**src/rtl/round_timer_ctrl_pkg.sv**
```systemverilog
// Shared types for the round timer: controller states, BCD digits and counter ops.
// PRESET_DEFAULT is the power-on preset as {tens,ones} BCD digits.
package round_timer_ctrl_pkg;

  typedef enum logic [1:0] {
    ST_IDLE  = 2'd0,
    ST_RUN   = 2'd1,
    ST_PAUSE = 2'd2,
    ST_ALARM = 2'd3
  } state_e;

  typedef logic [3:0] bcd_t;
  typedef logic [1:0][3:0] bcd2_t;  // [1] tens, [0] ones

  typedef enum logic [1:0] {
    CNT_HOLD = 2'd0,
    CNT_LOAD = 2'd1,
    CNT_INC  = 2'd2,
    CNT_DEC  = 2'd3
  } cnt_op_e;

  localparam logic [7:0] PRESET_DEFAULT = 8'h15;

endpackage

```
**src/rtl/round_timer_ctrl_if.sv**
```systemverilog
// Key/tick inputs and display/status outputs of the round timer.
interface round_timer_ctrl_if;
  import round_timer_ctrl_pkg::*;

  logic tick;
  logic key_start;
  logic key_pause;
  logic key_clear;
  logic key_inc;
  bcd_t TimeH;
  bcd_t TimeL;
  logic running;
  logic beep;
  logic done;

  modport master (
    output tick, key_start, key_pause, key_clear, key_inc,
    input  TimeH, TimeL, running, beep, done
  );

  modport slave (
    input  tick, key_start, key_pause, key_clear, key_inc,
    output TimeH, TimeL, running, beep, done
  );
endinterface

```
**src/rtl/round_timer_ctrl_bcd2_counter.sv**
```systemverilog
// Two-digit BCD register with load/inc/dec/hold. Increment wraps 99->00,
// decrement saturates at 00. The next value is exported so the owner can register it.
module bcd2_counter
  import round_timer_ctrl_pkg::*;
#(
  parameter logic [7:0] RST_VAL = 8'h00
) (
  input  logic    clock_1,
  input  logic    reset,
  input  cnt_op_e op,
  input  bcd2_t   load_val,
  output bcd2_t   val_q,
  output bcd2_t   val_d
);

  always_comb begin
    val_d = val_q;
    case (op)
      CNT_LOAD: val_d = load_val;
      CNT_INC: begin
        if (val_q[0] == 4'd9) begin
          val_d[0] = 4'd0;
          val_d[1] = (val_q[1] == 4'd9) ? 4'd0 : val_q[1] + 4'd1;
        end else begin
          val_d[0] = val_q[0] + 4'd1;
        end
      end
      CNT_DEC: begin
        if (val_q != '0) begin
          if (val_q[0] == 4'd0) begin
            val_d[0] = 4'd9;
            val_d[1] = val_q[1] - 4'd1;
          end else begin
            val_d[0] = val_q[0] - 4'd1;
          end
        end
      end
      default: val_d = val_q;
    endcase
  end

  always_ff @(posedge clock_1 or negedge reset) begin
    if (!reset) val_q <= RST_VAL;
    else        val_q <= val_d;
  end

endmodule

```
**src/rtl/round_timer_ctrl.sv**
```systemverilog
// Countdown round timer: BCD preset edited in IDLE, counted down on ticks in RUN,
// holdable in PAUSE, and an ALARM window of ALARM_TICKS ticks after expiry.
module round_timer_ctrl #(
  parameter logic [7:0]  PRESET_DEFAULT = round_timer_ctrl_pkg::PRESET_DEFAULT,
  parameter int unsigned ALARM_TICKS    = 3
) (
  input  logic clock_1,
  input  logic reset,
  round_timer_ctrl_if.slave bus
);
  import round_timer_ctrl_pkg::*;

  localparam bcd_t  ALARM_INIT = 4'(ALARM_TICKS);
  localparam bcd2_t CNT_ONE    = 8'h01;

  state_e  state_q, state_d;
  bcd_t    alarm_q, alarm_d;
  cnt_op_e pre_op, cnt_op;
  bcd2_t   pre_q, pre_d, cnt_q, cnt_d;
  bcd2_t   disp_q, disp_d;
  logic    running_q, running_d, beep_q, beep_d, done_q, done_d;

  bcd2_counter #(.RST_VAL(PRESET_DEFAULT)) u_preset (
    .clock_1(clock_1), .reset(reset), .op(pre_op), .load_val('0),
    .val_q(pre_q), .val_d(pre_d)
  );

  bcd2_counter #(.RST_VAL(PRESET_DEFAULT)) u_count (
    .clock_1(clock_1), .reset(reset), .op(cnt_op), .load_val(pre_q),
    .val_q(cnt_q), .val_d(cnt_d)
  );

  always_comb begin
    state_d = state_q;
    alarm_d = alarm_q;
    pre_op  = CNT_HOLD;
    cnt_op  = CNT_HOLD;
    done_d  = 1'b0;
    case (state_q)
      ST_IDLE: begin
        if (bus.key_inc) pre_op = CNT_INC;
        if (bus.key_start && pre_q != '0) begin
          cnt_op  = CNT_LOAD;
          state_d = ST_RUN;
        end
      end
      ST_RUN: begin
        if (bus.key_clear) begin
          state_d = ST_IDLE;
        end else if (bus.tick) begin
          cnt_op = CNT_DEC;
          // expiry outranks a pause arriving on the same cycle
          if (cnt_q == CNT_ONE) begin
            state_d = ST_ALARM;
            alarm_d = ALARM_INIT;
            done_d  = 1'b1;
          end else if (bus.key_pause) begin
            state_d = ST_PAUSE;
          end
        end else if (bus.key_pause) begin
          state_d = ST_PAUSE;
        end
      end
      ST_PAUSE: begin
        if (bus.key_clear)      state_d = ST_IDLE;
        else if (bus.key_start) state_d = ST_RUN;
      end
      ST_ALARM: begin
        if (bus.key_clear) begin
          state_d = ST_IDLE;
          alarm_d = '0;
        end else if (bus.tick) begin
          alarm_d = alarm_q - 4'd1;
          if (alarm_q == 4'd1) state_d = ST_IDLE;
        end
      end
      default: state_d = ST_IDLE;
    endcase
  end

  always_comb begin
    disp_d = pre_d;
    case (state_d)
      ST_RUN, ST_PAUSE: disp_d = cnt_d;
      ST_ALARM:         disp_d = '0;
      default:          disp_d = pre_d;
    endcase
    running_d = (state_d == ST_RUN);
    beep_d    = (state_d == ST_ALARM);
  end

  always_ff @(posedge clock_1 or negedge reset) begin
    if (!reset) begin
      state_q   <= ST_IDLE;
      alarm_q   <= '0;
      disp_q    <= PRESET_DEFAULT;
      running_q <= 1'b0;
      beep_q    <= 1'b0;
      done_q    <= 1'b0;
    end else begin
      state_q   <= state_d;
      alarm_q   <= alarm_d;
      disp_q    <= disp_d;
      running_q <= running_d;
      beep_q    <= beep_d;
      done_q    <= done_d;
    end
  end

  assign bus.TimeH   = disp_q[1];
  assign bus.TimeL   = disp_q[0];
  assign bus.running = running_q;
  assign bus.beep    = beep_q;
  assign bus.done    = done_q;

endmodule

```
**src/flat_wrapper.sv**
```systemverilog
// flat-port wrapper written by rule: the top's interface ports become plain ports
module round_timer_ctrl_flat import round_timer_ctrl_pkg::*;
#(
  parameter logic [7:0]  PRESET_DEFAULT = round_timer_ctrl_pkg::PRESET_DEFAULT,
  parameter int unsigned ALARM_TICKS    = 3
)
  (clock_1, reset, bus_tick, bus_key_start, bus_key_pause, bus_key_clear, bus_key_inc, bus_TimeH, bus_TimeL, bus_running, bus_beep, bus_done);
  round_timer_ctrl_if bus_i ();
  input  logic clock_1;
  input  logic reset;
  input wire logic [$bits(bus_i.tick)-1:0] bus_tick;
  input wire logic [$bits(bus_i.key_start)-1:0] bus_key_start;
  input wire logic [$bits(bus_i.key_pause)-1:0] bus_key_pause;
  input wire logic [$bits(bus_i.key_clear)-1:0] bus_key_clear;
  input wire logic [$bits(bus_i.key_inc)-1:0] bus_key_inc;
  output wire logic [$bits(bus_i.TimeH)-1:0] bus_TimeH;
  output wire logic [$bits(bus_i.TimeL)-1:0] bus_TimeL;
  output wire logic [$bits(bus_i.running)-1:0] bus_running;
  output wire logic [$bits(bus_i.beep)-1:0] bus_beep;
  output wire logic [$bits(bus_i.done)-1:0] bus_done;
  assign bus_i.tick = bus_tick;
  assign bus_i.key_start = bus_key_start;
  assign bus_i.key_pause = bus_key_pause;
  assign bus_i.key_clear = bus_key_clear;
  assign bus_i.key_inc = bus_key_inc;
  assign bus_TimeH = bus_i.TimeH;
  assign bus_TimeL = bus_i.TimeL;
  assign bus_running = bus_i.running;
  assign bus_beep = bus_i.beep;
  assign bus_done = bus_i.done;
  round_timer_ctrl #(.PRESET_DEFAULT(PRESET_DEFAULT), .ALARM_TICKS(ALARM_TICKS)) u_core (.clock_1(clock_1), .reset(reset), .bus(bus_i));
endmodule
```
**config.mk**
```make
export PLATFORM = sky130hd
export DESIGN_NAME = round_timer_ctrl_flat
export DESIGN_NICKNAME = d
export VERILOG_FILES = /design/src/rtl/round_timer_ctrl_pkg.sv /design/src/rtl/round_timer_ctrl_if.sv /design/src/rtl/round_timer_ctrl_bcd2_counter.sv /design/src/rtl/round_timer_ctrl.sv /design/src/flat_wrapper.sv
export SDC_FILE = /design/constraint.sdc
export NUM_CORES = 1
export LEC_CHECK = 0
export CAP_MARGIN = 40
export CELL_PAD_IN_SITES_DETAIL_PLACEMENT = 1
export CELL_PAD_IN_SITES_GLOBAL_PLACEMENT = 1
export CORE_AREA = 5 5 81 83
export DETAILED_ROUTE_END_ITERATION = 6
export DIE_AREA = 0 0 86 88
export DONT_BUFFER_PORTS = 1
export PLACE_DENSITY_LB_ADDON = 0.1
export SYNTH_ARGS = -nofsm -noshare
export SYNTH_HDL_FRONTEND = slang
export SYNTH_SLANG_ARGS = --single-unit
```
**constraint.sdc**
```tcl
create_clock -name clock_1 -period 2.15 [get_ports clock_1]
set_input_delay 0.43 -clock clock_1 [delete_from_list [all_inputs] [get_ports clock_1]]
set_output_delay 0.43 -clock clock_1 [all_outputs]
set_load 0.02 [all_outputs]
```
==> flow_summary.toml, run 1 <==
[run_status]
status = "finished, violations left"
violations = "negative setup slack"

[yosys]
synthSimpleGateAreaFrac = 0.220
synth_edf_count = 0
postSynth.topFlopCell = "dfrtp_1"
synthArstFlopShare = 1.00
synth_nets = 203
synthAdderAreaFrac = 0.0646
syn_inst = 186
synthesis.area_mm2 = 0.00194
synth_area_leaders = "dfrtp_1 31%, dfstp_2 12%, ha_1 6.5%"
yosysTopAreaCellShare = 0.310
yosys.area.top_type = "dfrtp_1"
synth_xor_area_frac = 0.0271
yosysWarnings = 0
synth-compound-area-share = 0.193
syn_area_per_cell_um2 = 10.4
synthMuxAreaShare = 0.0194
seq_area_frac_synth = 0.432
ys_types = 54
ys_ff_latch = 33
synth_top_family_by_area = "simple AND/OR/NAND/NOR gates"

[floorplanning]
pin_count = 18
floorplan.initialDensity = 0.335
dieArea_mm2 = 0.00757
core_area_mm2 = 0.00578
die_h_um = 88
die_w_um = 86
num_rows = 28

[place]
dpl-instance-area_mm2 = 0.00230
gp_congestion = 0.829
port_buffers = 0
hpwl_um = 4280

[layout]
fin_area_mm2 = 0.00256
layout.nets = 251
diodes = 0
area_delta_synth_final_pct = 32.4
drive_gt1_frac = 0.383
post-route-util = 0.444
n_fill_cell = 666

[routing]
drt_iter0_drc = 45
detail-route-antenna-nets = 0
drt-pass1-iter-count = 4
drcViolationCount = 0
routedWlPerCell_um = 18.6
wl_um = 5770
vias_per_cell = 5.17
routed-via-count = 1602

[sta]
finClkSkew_ns = 0.00415
min_period_ns = 2.15
hold_viol = 0
setup_violations = 2
drv_slew = 0
max_slew_margin = 0.769
max_freq_mhz = 464
finalCritPeriodShare = 1.00
rsz0062_at_grt = "yes"
layout_setup_ws_ns = -0.00291
worst_slew_pin_slew_ns = 0.346
whs_ns = 0.286

[critical_path]
path_max_fanout = 7
critPathRequiredTime_ns = 2.33
cp_slowest_cell = "or4_4"
crit_type = "reg2reg"
cp.arrival_ns = 2.33
start_kind = "register"
critPathMaxStageDelay_ns = 0.54
crit_path_end_kind = "register"
path_cells = "or4_4 > o21a_4 > nor3_4 > ha_4 > nor2b_4 > a22o_1"

[power]
cellPowerDensity_mw_per_mm2 = 1380
ir_worst_vdd_mv = 0.520
p_leak_nw = 1.12

[global_route]
grt-ovfl-total = 0
grt_pass1_vias = 1782
grt_pass1_wl_um = 9560
grt_max_degree = 34
antenna_found_initial = 0
grt_util_all_layers = 0.166

[flow_run]
max_cap_violations = 0

[clocking]
htreeDepth = 2
clk_pin_slew_ns = 0.07
cts_inserted_buffers = 5
cts_tree = "done"
ctsRootBufferMaster = "clkbuf_8"
cts_sinks = 33
clkLatencyLatePin_ns = 0.28
cts_buffer_depth = 2

[min_path]
hp-class = "in2reg"
==> critical path: cells and delay by family, from the launching register on <==
| kind | cells | cell delay [ns] |
|---|---|---|
| compound gates | 2 | 0.47 |
| fa+ha+maj | 1 | 0.24 |
| flops | 1 | 0.39 |
| simple gates | 3 | 0.94 |
==> where the power goes <==
| group | internal (W) | switching, W | leakage (nW) |
|---|---|---|---|
| registers | 0.000931 | 0.000299 | 0.395 |
| logic | 0.000950 | 0.000900 | 0.677 |
| clock network | 0.000224 | 0.000232 | 0.0450 |
==> sequential cells by signal (all words and copies together) (netlist names) <==
name                   cells
u_core.bus.done            1
u_core.bus.beep            1
u_core.alarm_q             4
u_core.state_q             2
u_core.bus.TimeL           4
u_core.bus.TimeH           4
u_core.u_count.val_q       8
u_core.u_preset.val_q      8
u_core.bus.running         1
==> layout by cell type, fill, tap and decap left out, drive strengths merged, types with 2 or more instances in the layout <==
master,Yosys,layout
xnor2,6,6
or3,2,2
o21bai,2,2
dfrtp,24,24
nand3,2,2
nor2,16,16
o211ai,2,2
inv,14,14
nor3,6,6
clkbuf,4,6
and4bb,2,2
nand4bb,2,2
nor4,2,2
buf,2,46
nor3b,4,4
o22a,2,2
a22o,7,7
nand3b,4,4
a21oi,11,11
o21ai,9,9
nor2b,5,5
or4,3,3
nand2,11,11
clkinv,0,2
a22oi,2,2
dfstp,9,9
ha,10,10
mux2,3,3
o32ai,2,2
==> path summary, 6_finish.rpt <==
check	from	cells after the start	slack, ns	to
setup reg to reg	u_core.u_preset.val_q[1]	6	-0.003	u_core.bus.TimeH[1]
max in group asynchronous	reset	2	1.25	u_core.bus.TimeL[0]
hold / removal	bus_key_inc	2	0.29	u_core.u_preset.val_q[0]
min in group asynchronous	reset	2	0.64	u_core.bus.TimeH[3]
hold reg to reg	u_core.u_count.val_q[0]	2	0.58	u_core.u_count.val_q[0]
setup / recovery	u_core.u_preset.val_q[1]	6	-0.003	u_core.bus.TimeH[1]
==> final cells by class <==
type,count,area (µm²),area share
Multi-Input combinational cell,133,1110,0.433
Sequential cell,33,837,0.326
Timing Repair Buffer,47,388,0.151
Tap cell,75,93.8,0.0366
Clock buffer,6,72.6,0.0283
Inverter,14,52.6,0.0205
Clock inverter,2,10.0,0.00390
==> Yosys cell counts, types with 5 or more instances <==
| cell type | n |
|---|---|
| o21ai_0 | 8 |
| a22o_1 | 7 |
| ha_1 | 10 |
| xnor2_1 | 6 |
| inv_1 | 14 |
| nor2b_1 | 5 |
| nand2_1 | 11 |
| dfrtp_1 | 24 |
| a21oi_1 | 11 |
| dfstp_2 | 9 |
| nor2_1 | 15 |
==> metal layers <==
layer  GRT usage  wire length, µm  up-vias  part of all wire
met5           0                0        -                 0
met4      0.0489               53        0            0.0092
met3      0.0395              203        6             0.035
met2       0.278             2810       17              0.49
met1       0.212             2700      806              0.47
li1            -                -      773                 -
==> stage by stage <==
| step | total power (W) | TNS [ns] | setup slack (ns) | instances |
|---|---|---|---|---|
| floorplan | 0.00218 | -0.0647 | -0.0397 | 186 |
| global placement | 0.00281 | -1.63 | -0.249 | 293 |
| detailed placement | 0.00288 | -2.77 | -0.398 | 293 |
| CTS | 0.00344 | -0.0175 | -0.0175 | 303 |
| global route | 0.00382 | -0.457 | -0.0805 | 310 |
| finish | 0.00354 | -0.00407 | -0.00291 | 310 |
==> logic make-up after synthesis <==
logic type      after synthesis
flops                        33
xor+xnor                      6
compound gates               49
simple gates                 65
fa+ha+maj                    10
mux                           3
buf+inv                      20
==> what timing repair did <==
item                                   in CTS  in global routing
gates resized for setup                     8                 12
hold buffers                                2                  0
endpoints found under the hold margin      33                  0
buffers inserted                            0                  7
setup endpoints to repair                   8                 11
pin swaps                                   2                 12
No activity file was read; power rests on OpenSTA's default activity.
==> inputs of run 2 (changes only) <==
REMOVE_ABC_BUFFERS = 1   (was not set)
==> run 2 against run 1 <==
Net effect: the flow now finishes without violations; non-clock buffer count rose by 5; register-to-register slack better by 0.04 ns; power increased by 6.4%; die area is the same; count of clock-buffer cells in the layout grew 1; cell count increased by 1.6%; setup slack gained 0.044 ns; clock power rose by 36%; largest cell class unchanged; highest routed layer unchanged.
==> flow_summary.toml, run 2 (same netlist as run 1, synthesis figures left out) <==
[run_status]
status = "finished, final reports clean"

[routing]
detail-route-antenna-nets = 0
drt-pass1-iter-count = 4
routedWlPerCell_um = 18.0
routed-via-count = 1651
drt_iter0_drc = 66
wl_um = 5680
drcViolationCount = 0
vias_per_cell = 5.24

[critical_path]
path_buf_inv = 1
worstSetupEndpoint = "u_core.bus.TimeL[3]"
path_cells = "or4_4 > o21a_4 > buf_6 > nor2_8 > mux2_4 > a22o_1"
start_kind = "register"
path_max_fanout = 6
cp.arrival_ns = 2.29
rr_endpoint = "u_core.bus.TimeL[3]"
critPathMaxStageDelay_ns = 0.57
rrSetupSlack_ns = 0.04
path_depth = 6
r2r_cells = 6
reg2reg_from = "u_core.u_preset.val_q[5]"
cp_slowest_cell = "or4_4"
cpLargestDelayFamily = "simple AND/OR/NAND/NOR gates"
crit_path_start = "u_core.u_preset.val_q[5]"
critPathRequiredTime_ns = 2.33
crit_path_end_kind = "register"
crit_type = "reg2reg"

[sta]
min_period_ns = 2.11
drv_slew = 0
layout_setup_ws_ns = 0.0410
finalCritPeriodShare = 0.981
worst_slew_pin_slew_ns = 0.519
finClkSkew_ns = 0.00428
setup_violations = 0
hold_viol = 0
whs_ns = 0.280
max_freq_mhz = 474
max_slew_margin = 0.653

[flow_run]
max_cap_violations = 0

[layout]
n_fill_cell = 664
diodes = 0
post-route-util = 0.456
drive_gt1_frac = 0.429
largestRegisters = "u_core.u_count.val_q x8, u_core.u_preset.val_q x8"
area_delta_synth_final_pct = 36.2
layout_commonest_cell = "buf_4"
layout.nets = 256
mostFrequentLayoutCells = "49 x buf_4, 24 x dfrtp_1, 15 x nor2_1"

[floorplanning]
num_rows = 28
core_area_mm2 = 0.00578
die_h_um = 88
pin_count = 18
dieArea_mm2 = 0.00757
floorplan.initialDensity = 0.335
die_w_um = 86

[global_route]
grt-ovfl-total = 0
grt_util_all_layers = 0.159
grt_pass1_wl_um = 9140
grt_max_degree = 34
antenna_found_initial = 0
grt_pass1_vias = 1822

[clocking]
cts_tree = "done"
clk_pin_slew_ns = 0.07
ctsRootBufferMaster = "clkbuf_8"
cts_sinks = 33
cts_buffer_depth = 2
clkLatencyLatePin_ns = 0.29
htreeDepth = 2
cts_inserted_buffers = 5

[power]
cellPowerDensity_mw_per_mm2 = 1430
ir_worst_vdd_mv = 0.514
p_total_w = 0.00376
p_leak_nw = 1.15

[place]
gp_congestion = 0.842
hpwl_um = 4120
port_buffers = 0
dp_slack_ns = -0.304

[min_path]
hp-class = "in2reg"
==> run 2: timing repair <==
action | in CTS | in global routing
gates resized for setup | 10 | 20
pin swaps | 10 | 9
buffers inserted | 2 | 8
endpoints found under the setup margin | 8 | 10
gates cloned | 0 | 0
endpoints found under the hold margin | 33 | 0
hold buffers | 2 | 0
==> run 2: worst min-delay path by stage <==
stage           startpoint                  endpoint  depth (start not counted)
4_1_cts        bus_key_inc  u_core.u_preset.val_q[0]                          2
5_1_grt        bus_key_inc  u_core.u_preset.val_q[0]                          2
3_5_place_dp         reset         u_core.alarm_q[0]                          0
3_3_place_gp         reset         u_core.alarm_q[0]                          0
6_report       bus_key_inc  u_core.u_preset.val_q[0]                          2
2_1_floorplan        reset         u_core.alarm_q[0]                          0
==> run 2: final cells by class <==
class	count	area (µm²)	area share
Clock buffer	7	86.3	0.0327
Clock inverter	1	30.0	0.0114
Inverter	14	52.6	0.0199
Multi-Input combinational cell	133	1130	0.428
Sequential cell	33	837	0.317
Tap cell	75	93.8	0.0356
Timing Repair Buffer	52	409	0.155
==> run 2: power breakdown <==
group,internal [W],total (W),switching [W]
registers,0.000931,0.00122,0.000289
clock network,0.000378,0.000618,0.000240
logic,0.00100,0.00192,0.000921
total,0.00231,0.00376,0.00145
==> run 2: worst register-to-register path: stages (launching register included) <==
cell     delay [ns]
dfrtp_1        0.39
or4_4          0.57
o21a_4         0.23
buf_6          0.13
nor2_8         0.16
mux2_4         0.34
a22o_1         0.18
==> run 2: per-stage QoR <==
| stage | setup TNS (ns) | instance area (µm²) | instances |
|---|---|---|---|
| floorplan | -0.526 | 1910 | 180 |
| global placement | -1.38 | 2300 | 295 |
| detailed placement | -2.07 | 2300 | 295 |
| CTS | 0 | 2500 | 307 |
| global route | -0.103 | 2640 | 315 |
| finish | 0 | 2640 | 315 |
==> run 2: layer usage <==
| layer | GRT usage | vias to the layer above | routed length (µm) |
|---|---|---|---|
| li1 | - | 781 | - |
| met1 | 0.179 | 844 | 2430 |
| met2 | 0.289 | 18 | 2980 |
| met3 | 0.0405 | 8 | 169 |
| met4 | 0.0547 | 0 | 101 |
| met5 | 0 | - | 0 |
==> inputs of run 3 (changes only) <==
REMOVE_ABC_BUFFERS = not set   (was 1)
SETUP_SLACK_MARGIN = 0.3   (was not set)
==> run 3 against run 2 <==
Net effect: largest power group unchanged; core utilization increased by 2.9 points; cell count grew 3.2%; sequential share of layout area fell by 1.9 points; power up 2.3%.
==> flow_summary.toml, run 3 (same netlist as run 1, synthesis figures left out) <==
[run_status]
status = "finished, final reports clean"

[place]
gp_congestion = 0.805
dp_slack_ns = -0.364
dp.cells = 296
port_buffers = 0
hpwl_um = 4120

[global_route]
grt-ovfl-total = 0
grt_pass1_wl_um = 9330
grt_max_degree = 34
grt_pass1_vias = 1841
antenna_found_initial = 0
grt_util_all_layers = 0.162

[sta]
layout_setup_ws_ns = 0.0486
finClkSkew_ns = 0.00465
max_freq_mhz = 476
min_period_ns = 2.10
setup_violations = 0
max_slew_margin = 0.758
finalCritPeriodShare = 0.977
worst_slew_pin_slew_ns = 0.360
drv_slew = 0
hold_viol = 0
rsz0062_at_grt = "yes"

[clocking]
clk_pin_slew_ns = 0.07
htreeDepth = 2
cts_sinks = 33
cts_inserted_buffers = 5
cts_tree = "done"
ctsRootBufferMaster = "clkbuf_8"
clkLatencyLatePin_ns = 0.29
cts_buffer_depth = 2

[floorplanning]
pin_count = 18
die_h_um = 88
dieArea_mm2 = 0.00757
die_w_um = 86
num_rows = 28
floorplan.initialDensity = 0.335
core_area_mm2 = 0.00578

[min_path]
holdPathStages = 2
hp-class = "in2reg"

[routing]
drt-pass1-iter-count = 4
drcViolationCount = 0
routedWlPerCell_um = 18.8
drt_iter0_drc = 35
routed-via-count = 1724
wl_um = 6130
vias_per_cell = 5.30
detail-route-antenna-nets = 0

[critical_path]
cpLargestDelayFamily = "simple AND/OR/NAND/NOR gates"
critPathRequiredTime_ns = 2.32
start_kind = "register"
path_buf_inv = 0
crit_path_end_kind = "register"
path_cells = "or4_4 > o21a_4 > nor3_4 > ha_4 > nor2b_4 > a22o_1"
critPathMaxStageDelay_ns = 0.55
cp_slowest_cell = "or4_4"
r2r_cells = 6
path_depth = 6
cp.arrival_ns = 2.27
path_max_fanout = 7
crit_type = "reg2reg"

[layout]
n_fill_cell = 644
ff_latch_area_um2 = 837
layout.nets = 266
mostFrequentLayoutCells = "53 x buf_4, 24 x dfrtp_1, 14 x nor2_1"
area_delta_synth_final_pct = 44.8
multi_input_area_mm2 = 0.00123
layout_commonest_cell = "buf_4"
drive_gt1_frac = 0.472
fin_cells = 325
diodes = 0
largestRegisters = "u_core.u_count.val_q x8, u_core.u_preset.val_q x8"

[flow_run]
max_cap_violations = 0

[power]
cellPowerDensity_mw_per_mm2 = 1370
p_leak_nw = 1.19
p_total_w = 0.00385
ir_worst_vdd_mv = 0.573
[run 3: cell types whose count changed in the layout (fill, tap and decap cells not counted), moves of 2 or more]
| cell | before | now |
|---|---|---|
| o32ai_2 | 2 | 0 |
| nor3_2 | 2 | 0 |
| buf_8 | 0 | 2 |
| clkbuf_1 | 1 | 3 |
| buf_6 | 1 | 5 |
| buf_4 | 49 | 53 |
| ha_4 | 3 | 6 |
| o32ai_4 | 0 | 2 |
| ha_1 | 6 | 4 |
| nor3_4 | 1 | 3 |
[run 3: worst paths after layout]
| path | start | endpoint | slack (ns) |
|---|---|---|---|
| setup reg to reg | u_core.u_preset.val_q[2] | u_core.bus.TimeL[1] | 0.05 |
| setup / recovery | u_core.u_preset.val_q[2] | u_core.bus.TimeL[1] | 0.05 |
| min in group asynchronous | reset | u_core.u_preset.val_q[3] | 0.60 |
| hold / removal | bus_key_inc | u_core.u_preset.val_q[0] | 0.30 |
| max in group asynchronous | reset | u_core.u_preset.val_q[0] | 1.30 |
| hold reg to reg | u_core.u_count.val_q[2] | u_core.u_count.val_q[2] | 0.58 |
[run 3: layer usage]
layer | wire (µm) | track usage
met1 | 2670 | 0.198
met2 | 3070 | 0.275
met3 | 283 | 0.0452
met4 | 98 | 0.0532
met5 | 0 | 0
[run 3: layout make-up]
| class | instances | area share |
|---|---|---|
| Clock buffer | 8 | 0.0286 |
| Tap cell | 75 | 0.0335 |
| Multi-Input combinational cell | 133 | 0.437 |
| Inverter | 14 | 0.0187 |
| Sequential cell | 33 | 0.299 |
| Timing Repair Buffer | 62 | 0.183 |
[run 3: report_power, final]
part	switching, W	internal, W	total, W
registers	0.000287	0.000931	0.00122
logic	0.00102	0.00116	0.00218
clock network	0.000225	0.000230	0.000455
total	0.00153	0.00232	0.00385
[run 3: through the flow]
| step | setup TNS (ns) | utilization | hold slack (ns) | area, µm² |
|---|---|---|---|---|
| detailed placement | -2.50 | 0.401 | 0.135 | 2320 |
| global placement | -2.16 | 0.401 | 0.136 | 2320 |
| floorplan | -0.132 | - | 0.134 | 1950 |
| CTS | 0 | 0.452 | 0.279 | 2610 |
| finish | 0 | 0.485 | 0.298 | 2800 |
| global route | -0.120 | 0.485 | 0.312 | 2800 |
[run 3: timing repair]
action | in CTS | in global routing
pin swaps | 20 | 24
endpoints found under the hold margin | 33 | 0
setup endpoints to repair | 20 | 24
hold buffers | 2 | 0
resized for setup | 32 | 20
buffers inserted | 7 | 12
